### config.mk
export PLATFORM = sky130hd
export DESIGN_NAME = fifo_sseg_flat
export DESIGN_NICKNAME = d
export VERILOG_FILES = /design/src/rtl/fifo_sseg_if.sv /design/src/rtl/fifo_sseg.sv /design/src/flat_wrapper.sv
export SDC_FILE = /design/constraint.sdc
export NUM_CORES = 1
export LEC_CHECK = 0
export ABC_CLOCK_PERIOD_IN_PS = 1600
export CAP_MARGIN = 20
export CORE_ASPECT_RATIO = 2
export CORE_MARGIN = 1.5
export CORE_UTILIZATION = 55
export CTS_BUF_LIST = sky130_fd_sc_hd__clkbuf_8
export CTS_CLUSTER_SIZE = 8
export DETAILED_ROUTE_END_ITERATION = 16
export PLACE_DENSITY = 0.8
export SYNTH_ARGS = -nofsm -noshare
export SYNTH_HDL_FRONTEND = slang
export SYNTH_SLANG_ARGS = --single-unit
### constraint.sdc
create_clock -name clk_i -period 1.6 [get_ports clk_i]
set_input_delay 0.32 -clock clk_i [delete_from_list [all_inputs] [get_ports clk_i]]
set_output_delay 0.32 -clock clk_i [all_outputs]
set_load 0.02 [all_outputs]
### src/rtl/fifo_sseg_if.sv
// Signal bundle between the FIFO lab top level and its seven-segment display driver.
// The FIFO side drives the data/flag inputs; the display driver owns the segment and anode outputs.
interface fifo_sseg_if #(
    parameter int DW = 4
);
    logic [DW-1:0] wdat_i;
    logic [DW-1:0] rdat_i;
    logic          full_i;
    logic          empty_i;
    logic [6:0]    seg_o;
    logic          dp_o;
    logic [3:0]    an_o;

    modport master (
        output wdat_i, rdat_i, full_i, empty_i,
        input  seg_o, dp_o, an_o
    );

    modport slave (
        input  wdat_i, rdat_i, full_i, empty_i,
        output seg_o, dp_o, an_o
    );
endinterface

### src/rtl/fifo_sseg.sv
// Four-digit multiplexed seven-segment driver for the FIFO lab: shows write data, read data,
// a blinking 'F' for full and an 'E' for empty, with one blank clock at every digit change.
module fifo_sseg #(
    parameter int DW        = 4,
    parameter int REFRESH_N = 16,
    parameter int BLINK_N   = 24
) (
    input  logic          clk_i,
    input  logic          rst_i,
    fifo_sseg_if.slave    bus
);
    localparam logic [6:0] SEG_BLANK = 7'h7F;

    logic [DW-1:0]        wdat_m, wdat_s;
    logic [DW-1:0]        rdat_m, rdat_s;
    logic                 full_m, full_s;
    logic                 empty_m, empty_s;
    logic [REFRESH_N-1:0] cnt;
    logic [BLINK_N-1:0]   bcnt;
    logic [1:0]           idx;
    logic                 blink;
    logic                 slot_end;
    logic [3:0]           wdat_hex, rdat_hex;
    logic [6:0]           seg_nxt;
    logic                 dp_nxt;
    logic [3:0]           an_nxt;
    logic [6:0]           seg_q;
    logic                 dp_q;
    logic [3:0]           an_q;

    function automatic logic [6:0] hex_seg(input logic [3:0] v);
        logic [6:0] s;
        case (v)
            4'h0: s = 7'h40;
            4'h1: s = 7'h79;
            4'h2: s = 7'h24;
            4'h3: s = 7'h30;
            4'h4: s = 7'h19;
            4'h5: s = 7'h12;
            4'h6: s = 7'h02;
            4'h7: s = 7'h78;
            4'h8: s = 7'h00;
            4'h9: s = 7'h10;
            4'hA: s = 7'h08;
            4'hB: s = 7'h03;
            4'hC: s = 7'h46;
            4'hD: s = 7'h21;
            4'hE: s = 7'h06;
            default: s = 7'h0E;
        endcase
        return s;
    endfunction

    // Data is display-only, so per-bit synchronisers are enough; word skew just flickers briefly.
    always_ff @(posedge clk_i or negedge rst_i) begin
        if (!rst_i) begin
            wdat_m  <= '0;
            wdat_s  <= '0;
            rdat_m  <= '0;
            rdat_s  <= '0;
            full_m  <= 1'b0;
            full_s  <= 1'b0;
            empty_m <= 1'b0;
            empty_s <= 1'b0;
        end else begin
            wdat_m  <= bus.wdat_i;
            wdat_s  <= wdat_m;
            rdat_m  <= bus.rdat_i;
            rdat_s  <= rdat_m;
            full_m  <= bus.full_i;
            full_s  <= full_m;
            empty_m <= bus.empty_i;
            empty_s <= empty_m;
        end
    end

    assign slot_end = &cnt;
    assign blink    = bcnt[BLINK_N-1];

    always_ff @(posedge clk_i or negedge rst_i) begin
        if (!rst_i) begin
            cnt  <= '0;
            bcnt <= '0;
            idx  <= 2'd0;
        end else begin
            cnt  <= cnt + 1'b1;
            bcnt <= bcnt + 1'b1;
            if (slot_end) begin
                idx <= idx + 2'd1;
            end
        end
    end

    assign wdat_hex = 4'(wdat_s);
    assign rdat_hex = 4'(rdat_s);

    always_comb begin
        seg_nxt = SEG_BLANK;
        dp_nxt  = 1'b1;
        an_nxt  = ~(4'b0001 << idx);
        case (idx)
            2'd3: seg_nxt = hex_seg(wdat_hex);
            2'd2: begin
                seg_nxt = hex_seg(rdat_hex);
                // Full and empty together cannot happen in a healthy FIFO; flag it on the read digit.
                dp_nxt  = ~(full_s & empty_s);
            end
            2'd1: begin
                if (full_s && !blink) begin
                    seg_nxt = hex_seg(4'hF);
                end
            end
            default: begin
                if (empty_s) begin
                    seg_nxt = hex_seg(4'hE);
                end
            end
        endcase
        if (slot_end) begin
            seg_nxt = SEG_BLANK;
            dp_nxt  = 1'b1;
            an_nxt  = 4'b1111;
        end
    end

    always_ff @(posedge clk_i or negedge rst_i) begin
        if (!rst_i) begin
            seg_q <= SEG_BLANK;
            dp_q  <= 1'b1;
            an_q  <= 4'b1111;
        end else begin
            seg_q <= seg_nxt;
            dp_q  <= dp_nxt;
            an_q  <= an_nxt;
        end
    end

    assign bus.seg_o = seg_q;
    assign bus.dp_o  = dp_q;
    assign bus.an_o  = an_q;
endmodule

### src/flat_wrapper.sv
// flat-port wrapper written by rule: the top's interface ports become plain ports
module fifo_sseg_flat 
#(
    parameter int DW        = 4,
    parameter int REFRESH_N = 16,
    parameter int BLINK_N   = 24
)
  (clk_i, rst_i, bus_wdat_i, bus_rdat_i, bus_full_i, bus_empty_i, bus_seg_o, bus_dp_o, bus_an_o);
  fifo_sseg_if #(.DW(DW)) bus_i ();
  input  logic clk_i;
  input  logic rst_i;
  input wire logic [$bits(bus_i.wdat_i)-1:0] bus_wdat_i;
  input wire logic [$bits(bus_i.rdat_i)-1:0] bus_rdat_i;
  input wire logic [$bits(bus_i.full_i)-1:0] bus_full_i;
  input wire logic [$bits(bus_i.empty_i)-1:0] bus_empty_i;
  output wire logic [$bits(bus_i.seg_o)-1:0] bus_seg_o;
  output wire logic [$bits(bus_i.dp_o)-1:0] bus_dp_o;
  output wire logic [$bits(bus_i.an_o)-1:0] bus_an_o;
  assign bus_i.wdat_i = bus_wdat_i;
  assign bus_i.rdat_i = bus_rdat_i;
  assign bus_i.full_i = bus_full_i;
  assign bus_i.empty_i = bus_empty_i;
  assign bus_seg_o = bus_i.seg_o;
  assign bus_dp_o = bus_i.dp_o;
  assign bus_an_o = bus_i.an_o;
  fifo_sseg #(.DW(DW), .REFRESH_N(REFRESH_N), .BLINK_N(BLINK_N)) u_core (.clk_i(clk_i), .rst_i(rst_i), .bus(bus_i));
endmodule
==> After elaboration in Yosys (flattened, before gate mapping) <==
Memory sizes are Yosys's and may differ from the RTL's.
Index checks and enable logic that the tools add are counted.
{ "word_totals": {"reg_bits": 74, "rom_bits": 224, "inputBits": 12, "output_inout_bits": 12, "elab_cells": 36, "mem_count": 2} }
{ "memory_table": {"columns": ["memory", "words", "width", "read_ports", "rd_ports_with_merged_regs", "write_ports", "line_no", "text"], "rows": [
  ["(name not given)", 16, 7, 1, 0, 0, "fifo_sseg.sv:33", "case (v)"],
  ["(name not given)", 16, 7, 1, 0, 0, "fifo_sseg.sv:33", null]
]} }
{ "classes": {"add_sub_neg": 3, "n_eq_ne": 3, "n_shift": 1, "muxes": 7, "bitwise_logic": 3, "reduce_logical": 3} }
{ "ops": {"columns": ["cell", "n"], "rows": [
  ["$add A24 B1 Y24 const B", 1],
  ["$mux W7", 3],
  ["$pmux W7 S3", 1],
  ["$add A16 B1 Y16 const B", 1],
  ["$reduce_and A16 Y1", 1],
  ["$eq A2 B2 Y1 const B", 2],
  ["$mux W4", 1],
  ["$not A4 Y4", 1],
  ["$shl A1 B2 Y4 const A", 1],
  ["$add A2 B1 Y2 const B", 1],
  ["$eq A2 B1 Y1 const B", 1],
  ["$mux W1", 2],
  ["$and A1 B1 Y1", 1],
  ["$logic_and A1 B1 Y1", 1],
  ["$logic_not A1 Y1", 1],
  ["$not A1 Y1", 1]
]} }

==> Longest topological paths before layout <==
Gate-level depths: netlist of the first run.
{ "logic_depth": {"ltp_word": 5, "mapped_depth": 6, "ltp_nobuf": 6} }

==> Worst setup path before layout of the first run <==
OpenSTA, ideal clock, no wires.
{ "synth_timing": {"path_type": "register to register", "startpoint": "register u_core.wdat_s[0], in the netlist u_core.wdat_hex[0]", "endpoint": "register u_core.seg_q[3], in the netlist u_core.bus.seg_o[3]", "setup_ps": 90, "arrival_ps": 1461, "t_required_ps": 1510, "path_slack_ps": 49, "path_stages_with_launch": 7, "n_path_buf": 0, "synth_period_minus_slack_ps": 1551, "path_cell_list": "dfrtp_1 inv_1 ha_1 inv_1 mux4_2 a21boi_0 o211ai_1"} }
{ "synth_between": {"elab_chain_len": 3} }
{ "synth_rtl": {"columns": ["element", "line_no", "text"], "rows": [
  ["start: declaration", "fifo_sseg.sv:14", "logic [DW-1:0] wdat_m, wdat_s;"],
  ["start signal: assignment", "fifo_sseg.sv:67", "wdat_s <= wdat_m;"],
  ["$mem_v2 Z16 W7", null, null],
  ["$pmux W7 S3", "fifo_sseg.sv:101", "case (idx)"],
  ["$mux W7", "fifo_sseg.sv:119", "if (slot_end) begin"],
  ["named net u_core.seg_nxt[3]", "fifo_sseg.sv:24", "logic [6:0] seg_nxt;"],
  ["end signal: assignment", "fifo_sseg.sv:132", "seg_q <= seg_nxt;"],
  ["end: declaration", "fifo_sseg.sv:27", "logic [6:0] seg_q;"]
]} }
The timed path passes the listed nets, and every way through them passes these cells.
A chain may end at the register's enable or synchronous reset.

==> Worst setup path in the final report of the first run <==
{ "layout_timing": {"startpoint": "register u_core.rdat_s[1], in the netlist u_core.rdat_hex[1]", "endpoint": "register u_core.seg_q[6], in the netlist u_core.bus.seg_o[6]"} }
{ "layout_between": {"elab_chain_len": 3} }
{ "layout_rtl": {"columns": ["element", "line_no", "text"], "rows": [
  ["start: declaration", "fifo_sseg.sv:15", "logic [DW-1:0] rdat_m, rdat_s;"],
  ["start signal: assignment", "fifo_sseg.sv:69", "rdat_s <= rdat_m;"],
  ["$mem_v2 Z16 W7", null, null],
  ["$pmux W7 S3", "fifo_sseg.sv:101", null],
  ["$mux W7", "fifo_sseg.sv:119", null],
  ["named net u_core.seg_nxt[6]", "fifo_sseg.sv:24", null]
]} }
The timed path passes the listed nets, and every way through them passes these cells.

==> results by group, run 1 <==
Status
  • Status: finished, final reports clean

Timing
  • Fin. max-slew vios: 0
  • Fmax achieved: 0.627 GHz
  • Fin crit share: 99.7%
  • Max-slew headroom: 69.5%
  • Worst-margin pin slew: 457 ps
  • Final setup violation count: 0
  • Hold Vio Cnt, Final: 0
  • Clock Skew: 5.33 ps
  • Hold WS: 351 ps
  • RSZ-0062 raised after global routing: yes
  • Minimum clock period: 1600 ps

Floorplanning
  • Standard-cell rows: 40
  • DIE AREA: 6660 um^2
  • Io pins: 24
  • Die width: 58.5 um
  • Starting Density: 56.8%
  • Die height: 114 um
  • Core area: 5960 um^2

Yosys
  • Yosys warnings: 0
  • Synthesized area per cell: 12.0 um^2
  • Sequential area share after synthesis: 55.2%
  • Synth Instances: 281
  • Post-synth EDFFs: 0
  • Synth async-reset ratio: 100%
  • Main flop type after synthesis: dfrtp_1
  • Flops & latches, synth: 74
  • Mapped Nets: 314
  • Cell area after synthesis: 3380 um^2
  • Distinct cell type count after synthesis: 42

GRT
  • Number of global-route vias before repair: 2,228
  • Overflow after GRT: 0
  • Initial antenna violation count: 0
  • Largest net degree at the start of global routing: 75
  • GRT Overall Usage: 19.8%
  • First-pass GRT wire length: 9.79 mm

Worst setup path
  • Max incr delay on CP: 430 ps
  • CP max-delay cell: dfrtp_1
  • Critical Path Start: u_core.rdat_hex[1]
  • Most frequent CP cell: o21ai_0
  • FF-to-FF End: u_core.bus.seg_o[6]
  • Worst path required time: 1860 ps
  • Setup crit start kind: flip-flop
  • Worst Path Arrival: 1860 ps
  • Crit-path cells: buf_4 -> ha_2 -> mux2i_1 -> o21ai_0 -> a221oi_1 -> o21ai_0
  • Critical path endpoint: u_core.bus.seg_o[6]
  • Instance count on the critical path: 6
  • Delay-heaviest family, CP: compound AO/OA/AOI/OAI gates
  • Worst path bufs/invs: 1
  • Worst r2r src: u_core.rdat_hex[1]
  • Setup crit end kind: flip-flop
  • Internal reg-to-reg setup slack: 5 ps
  • Worst-path fanout max: 5
  • R2R depth: 6
  • Critical path class: reg2reg

Placement
  • Port bufs: 23
  • Dpl hpwl: 4.10 mm
  • Routability cong.: 0.855

Power and ir drop
  • VDD IR max: 0.693 mV
  • Power Density: 913 nW/um^2
  • Leakage: 0.00188 uW

Clocking
  • Clock sink total: 74
  • Clock Path Buffers: 2
  • H-tree level count: 3
  • Root buffer cell: clkbuf_8
  • Clock Latency Late Sink: 350 ps
  • CTS Buf Count: 9
  • CTS tree: built
  • Worst-path clk slew: 80 ps

Drt
  • WL/cell: 14.8 um
  • ANT nets after route: 0
  • Routed vias: 2,236
  • Starting DRT DRC Count: 72
  • Vias per inst: 5.62
  • # DRC: 0
  • WL final: 5.90 mm
  • Drt first pass iters: 4

Finish
  • Fraction of layout instances using a drive strength above 1: 20.3%
  • Final nets: 363
  • Area growth, synth to finish: 20.6%
  • Post-layout util: 68.5%
  • ANT cells: 0

Run
  • Max-cap violation count: 0

Worst hold path
  • Worst min path class: reg2reg
synth_stat cells, drive strengths merged (2+ instances only):
| cell type | count | area [um^2] |
|---|---|---|
| nor2 | 12 | 45.0 |
| nand3 | 17 | 85.1 |
| a221oi | 2 | 17.5 |
| o211ai | 3 | 22.5 |
| and3 | 2 | 12.5 |
| o21ai | 9 | 45.0 |
| nand2b | 5 | 31.3 |
| a31oi | 5 | 31.3 |
| ha | 21 | 263 |
| and2 | 3 | 18.8 |
| dfrtp | 62 | 1550 |
| inv | 16 | 60.1 |
| a21oi | 2 | 10.0 |
| and4 | 5 | 43.8 |
| buf | 5 | 25.0 |
| xor2 | 13 | 114 |
| mux4 | 2 | 45.0 |
| xnor2 | 25 | 219 |
| nor2b | 3 | 18.8 |
| dfstp | 12 | 315 |
| mux2i | 5 | 50.1 |
| nand2 | 19 | 71.3 |
| nand4 | 12 | 105 |
| nor4 | 3 | 48.8 |
| nor3 | 3 | 15.0 |
where the power goes:
| part | total [uW] | internal (uW) | switching (uW) | leakage, uW |
|---|---|---|---|---|
| clock network | 1570 | 877 | 694 | 0.000113 |
| registers | 1930 | 1910 | 28.1 | 0.000915 |
| logic | 218 | 105 | 112 | 0.000855 |
how the worst min path moves through the flow:
stage | startpoint | to | slack (ps) | depth (start not counted)
finish | u_core.rdat_m[1] | u_core.rdat_hex[1] | 350 | 0
global route | u_core.wdat_m[3] | u_core.wdat_hex[3] | 360 | 0
CTS | u_core.rdat_m[1] | u_core.rdat_hex[1] | 350 | 0
detailed placement | u_core.rdat_m[1] | u_core.rdat_hex[1] | 330 | 0
global placement | u_core.rdat_m[1] | u_core.rdat_hex[1] | 330 | 0
floorplan | rst_i | u_core.bcnt[0] | 20 | 0
layer usage:
metal  up-vias  wire (um)  GRT usage, %  share of wire (%)
met4         0        213          11.5                3.6
li1       1062          -             -                  -
met3        18        191          5.90                3.2
met1      1111       2230          20.5                 38
met5         -          0             0                  0
met2        45       3260          34.1                 55
registers in the layout, summed over array words and instances (netlist names), 4 cells and up:
signal and flops:
u_core.bcnt 24, u_core.cnt 16, u_core.bus.seg_o 7, u_core.bus.an_o 4, u_core.rdat_hex 4, u_core.rdat_m 4, u_core.wdat_hex 4, u_core.wdat_m 4
placed cells by master (no fill, tap or decap), types with 5 or more instances in the layout:
cell,netlist,final
o21ai_0,9,9
mux2i_1,5,5
xnor2_1,25,25
nand2_1,19,19
nand2b_1,5,5
nand4_1,10,10
nand3_1,17,17
dfrtp_1,62,61
xor2_1,13,13
clkdlybuf4s50_1,0,10
buf_4,0,19
nor2_1,12,12
dfstp_2,12,12
a31oi_1,5,5
inv_1,16,13
and4_1,5,5
clkbuf_8,0,9
ha_1,21,17
dlygate4sd2_1,0,12
worst register-to-register path, cell delays in order (launching register included):
cell and delay (ps):
dfrtp_1 430, buf_4 160, ha_2 200, mux2i_1 120
o21ai_0 110, a221oi_1 350, o21ai_0 150
through the flow:
stage	instance area, um^2	setup WS (ps)	power (uW)	std cells	TNS, ps
after floorplan	3380	49.0	2060	281	0
after detailed placement	3770	-12.4	2170	375	-12.4
after global placement	3770	44.1	2160	375	0
after CTS	4010	2.84	3740	395	0
after global routing	4080	-59.2	3870	398	-121
final	4080	4.89	3720	398	0
cell type report:
type | count | area, um^2
Fill cell | 442 | 1880
Sequential cell | 74 | 1870
Multi-Input combinational cell | 185 | 1470
Timing Repair Buffer | 44 | 383
Clock buffer | 9 | 124
Clock inverter | 7 | 92.6
Tap cell | 63 | 78.8
Inverter | 16 | 60.1
timing repair:
action                                  CTS  global route
endpoints found under the setup margin   13             6
gates resized for setup                  13            11
pin swaps                                 0             2
setup buffers                             3             3
hold buffers                              1             0
endpoints found under the hold margin    33             0
cells by family (layout without fill, tap and decap cells):
family / after synthesis / in the layout / share of synthesized area (%)
and+or+nand+nor: 91 / 91 / 16.2
DFF: 74 / 74 / 55.2
xor gates and xnor gates: 38 / 38 / 9.84
AOI/OAI and AO/OA: 27 / 27 / 5.22
buffers and inverters: 22 / 76 / 2.63
adders and majority gates: 21 / 21 / 7.77
muxes: 8 / 8 / 3.14
Power figures use the tool's default switching activity.
==> inputs of run 2 (changes only) <==
--- a/config.mk
+++ b/config.mk
@@ -6,7 +6,6 @@
 export NUM_CORES = 1
 export LEC_CHECK = 0
 export ABC_CLOCK_PERIOD_IN_PS = 1600
-export CAP_MARGIN = 20
 export CORE_ASPECT_RATIO = 2
 export CORE_MARGIN = 1.5
 export CORE_UTILIZATION = 55
==> results of run 2 <==
Final layout, timing and power as in run 1 (identical DEF).
==> inputs of run 3 (changes only) <==
--- a/config.mk
+++ b/config.mk
@@ -5,6 +5,7 @@
 export SDC_FILE = /design/constraint.sdc
 export NUM_CORES = 1
 export LEC_CHECK = 0
+export ABC_AREA = 1
 export ABC_CLOCK_PERIOD_IN_PS = 1600
 export CORE_ASPECT_RATIO = 2
 export CORE_MARGIN = 1.5
==> run 3 against run 2 <==
First-iteration DRC count increased by 85%; clock power decreased by 20%; hold slack got worse by 9.1 ps; critical endpoint is now bus_an_o[1]; largest power group unchanged.
==> results by group, run 3 <==
Timing
  • Final setup violation count: 0 (unchanged)
  • Max-slew headroom: 67.2% (-2.3 points)
  • Worst-margin pin slew: 486 ps (+29.0 ps)
  • Hold Vio Cnt, Final: 0 (unchanged)
  • Final setup margin: 76.0 ps (+71.1 ps)
  • Fin crit share: 95.3% (-4.4 points)
  • Fmax achieved: 0.656 GHz (+4.7%)
  • Fin. max-slew vios: 0 (unchanged)
  • Setup_tns: 0 ps (unchanged)
  • Minimum clock period: 1520 ps (-71.1 ps)
  • Clock Skew: 8.14 ps (+2.80 ps)
  • RSZ-0062 raised after global routing: no

Finish
  • Most common cell after layout, fill and taps aside: nand2_1
  • Fillers: 511 (+16%)
  • Final nets: 466 (+28%)
  • Area growth, synth to finish: 14.8%
  • ANT cells: 0 (unchanged)
  • Biggest register: u_core.bcnt
  • Multi-input gate area: 1580 um^2 (+7.1%)
  • Fraction of layout instances using a drive strength above 1: 11.6% (-8.7 points)
  • Most frequent cells in the layout: nand2_1 (112), dfrtp_1 (62), inv_1 (41)
  • Max reg flops: 24 (unchanged)
  • Sequential Area: 1870 um^2 (about the same)

Floorplanning
  • Starting Density: 57.0% (+0.26 points)
  • Io pins: 24 (unchanged)
  • DIE AREA: 7070 um^2 (+6.2%)
  • Core area: 6310 um^2 (+5.9%)
  • Die width: 60.2 um (+3.0%)
  • Die height: 117 um (+3.1%)
  • Standard-cell rows: 41 (+2.5%)

Drt
  • ANT nets after route: 0 (unchanged)
  • Met2 WL: 3.54 mm (+8.5%)
  • Drt first pass iters: 7 (+3)
  • # DRC: 0 (unchanged)
  • WL final: 6.51 mm (+10%)
  • WL/cell: 12.4 um (-16%)
  • Met1 WL: 2.43 mm (+8.9%)
  • Starting DRT DRC Count: 133 (+85%)
  • Vias per inst: 5.06 (-10%)
  • DR top layer: met4
  • Wire length on met3: 208 um (+8.9%)
  • Routed vias: 2,650 (+19%)

Yosys
  • Post-synth top area share: 43.1% (-2.8 points)
  • Sequential area share after synthesis: 51.9% (-3.3 points)
  • Synth async-reset ratio: 100% (unchanged)
  • Post-synth EDFFs: 0 (unchanged)
  • Synthesized area per cell: 9.11 um^2 (-24%)
  • Mapped Nets: 428 (+36%)
  • Flops & latches, synth: 74 (unchanged)
  • Area contributors post-synth: dfrtp_1 (43%), nand2_1 (12%), dfstp_2 (8.8%), ha_1 (7.3%), inv_1 (4.2%)
  • Cell area after synthesis: 3600 um^2 (+6.4%)
  • Synth area leader: dfrtp_1
  • Distinct cell type count after synthesis: 22 (-48%)
  • Main flop type after synthesis: dfrtp_1
  • Yosys warnings: 0 (unchanged)
  • Commonest cells post-synth: nand2_1 (112), dfrtp_1 (62), inv_1 (40), nor2_1 (36), nand3_1 (27)
  • Synth Instances: 395 (+41%)
  • Top-count cell post-synth: nand2_1

Worst setup path
  • Internal reg-to-reg setup slack: 170 ps (+170 ps)
  • Worst path bufs/invs: 1 (unchanged)
  • Delay-heaviest family, CP: flip-flops
  • Worst path required time: 1280 ps (-580 ps)
  • Worst-path fanout max: 1 (-4)
  • R2R depth: 9 (+3)
  • Max incr delay on CP: 520 ps (+90 ps)
  • Crit-path cells: dlygate4sd2_1
  • Setup crit start kind: flip-flop
  • Critical path endpoint: bus_an_o[1]
  • Worst r2r src: u_core.rdat_hex[0]
  • Setup crit end kind: output port
  • Critical path class: reg2out
  • Worst Path Arrival: 1200 ps (-660 ps)
  • CP max-delay cell: dfstp_2
  • FF-to-FF End: u_core.bus.seg_o[3]
  • Critical Path Start: u_core.bus.an_o[1]
  • Instance count on the critical path: 1 (-5)

Clocking
  • CTS Buf Count: 9 (unchanged)
  • Worst-path clk slew: 80 ps (about the same)
  • Clock sink total: 74 (unchanged)
  • Root buffer cell: clkbuf_8
  • Clock Latency Late Sink: 360 ps (about the same)
  • CTS tree: built
  • Clock Path Buffers: 2 (unchanged)
  • H-tree level count: 3 (unchanged)
  • Post-CTS setup buffers: 0 (-3)

Worst hold path
  • Worst min path class: reg2reg

GRT
  • Initial antenna violation count: 0 (unchanged)
  • Largest net degree at the start of global routing: 75 (unchanged)
  • First-pass GRT wire length: 11.3 mm (+15%)
  • GRT Overall Usage: 21.4% (+1.7 points)
  • Number of global-route vias before repair: 2,733 (+23%)
  • Overflow after GRT: 0 (unchanged)

Placement
  • Dpl hpwl: 4.86 mm (+18%)
  • Port bufs: 23 (unchanged)
  • Routability cong.: 0.939 (+9.8%)
  • Dpl ws: 183 ps (+196 ps)

Run
  • Max-cap violation count: 0 (unchanged)

Power and ir drop
  • Power Density: 811 nW/um^2 (-11%)
  • Leakage: 0.00196 uW (+3.9%)
  • VDD IR max: 0.633 mV (-8.7%)

Status
  • Status: finished, final reports clean
[run 3: what timing repair did]
action,4_1_cts,5_1_grt
hold endpoints to repair,62,0
setup endpoints to repair,12,0
gates resized for setup,12,0
hold buffers,1,0
[run 3: layout make-up]
cell class                 instances  share of cell area, %
sequential                        74                   45.2
multi-input combinational        279                   38.1
timing repair buffer              27                   6.18
inverter                          42                   3.81
clock buffer                       9                   3.00
tap                               86                   2.60
clock inverter                     7                   1.12
[run 3: per-stage QoR]
stage,power [uW],hold slack (ps),std cells,instance area [um^2],util (%)
floorplan,2040,24.4,395,3600,-
global placement,2140,335,507,3970,62.9
detailed placement,2140,336,507,3970,62.9
CTS,3400,342,524,4130,65.5
global route,3500,351,524,4130,65.5
finish,3350,341,524,4130,65.5
[run 3: layer usage]
metal / GRT usage [%] / vias to the layer above
li1: - / 1319
met1: 21.1 / 1244
met2: 36.4 / 60
met3: 5.29 / 27
met4: 15.4 / 0
met5: 0 / -
[run 3: worst min-delay path by stage]
stage / start / end / slack [ps] / cells after the start
finish: u_core.rdat_m[2] / u_core.rdat_hex[2] / 340 / 0
detailed placement: u_core.rdat_m[2] / u_core.rdat_hex[2] / 340 / 0
floorplan: rst_i / u_core.bcnt[0] / 20 / 0
global placement: u_core.wdat_m[1] / u_core.wdat_hex[1] / 330 / 0
CTS: u_core.rdat_m[2] / u_core.rdat_hex[2] / 340 / 0
global route: u_core.rdat_m[2] / u_core.rdat_hex[2] / 350 / 0
[run 3: report_power, final]
part / internal, uW / leakage [uW] / switching, uW
registers: 1910 / 0.000917 / 22.0
clock network: 558 / 0.0000868 / 693
logic: 65.7 / 0.000953 / 106
[run 3: kinds of logic after synthesis]
group	Yosys count	share of synthesized area, %
AO/OA/AOI/OAI	18	2.61
AND/OR/NAND/NOR	210	26.6
XOR/XNOR	30	7.30
adder cells (fa/ha/maj)	21	7.30
buffers and inverters	42	4.38
flip-flops	74	51.9
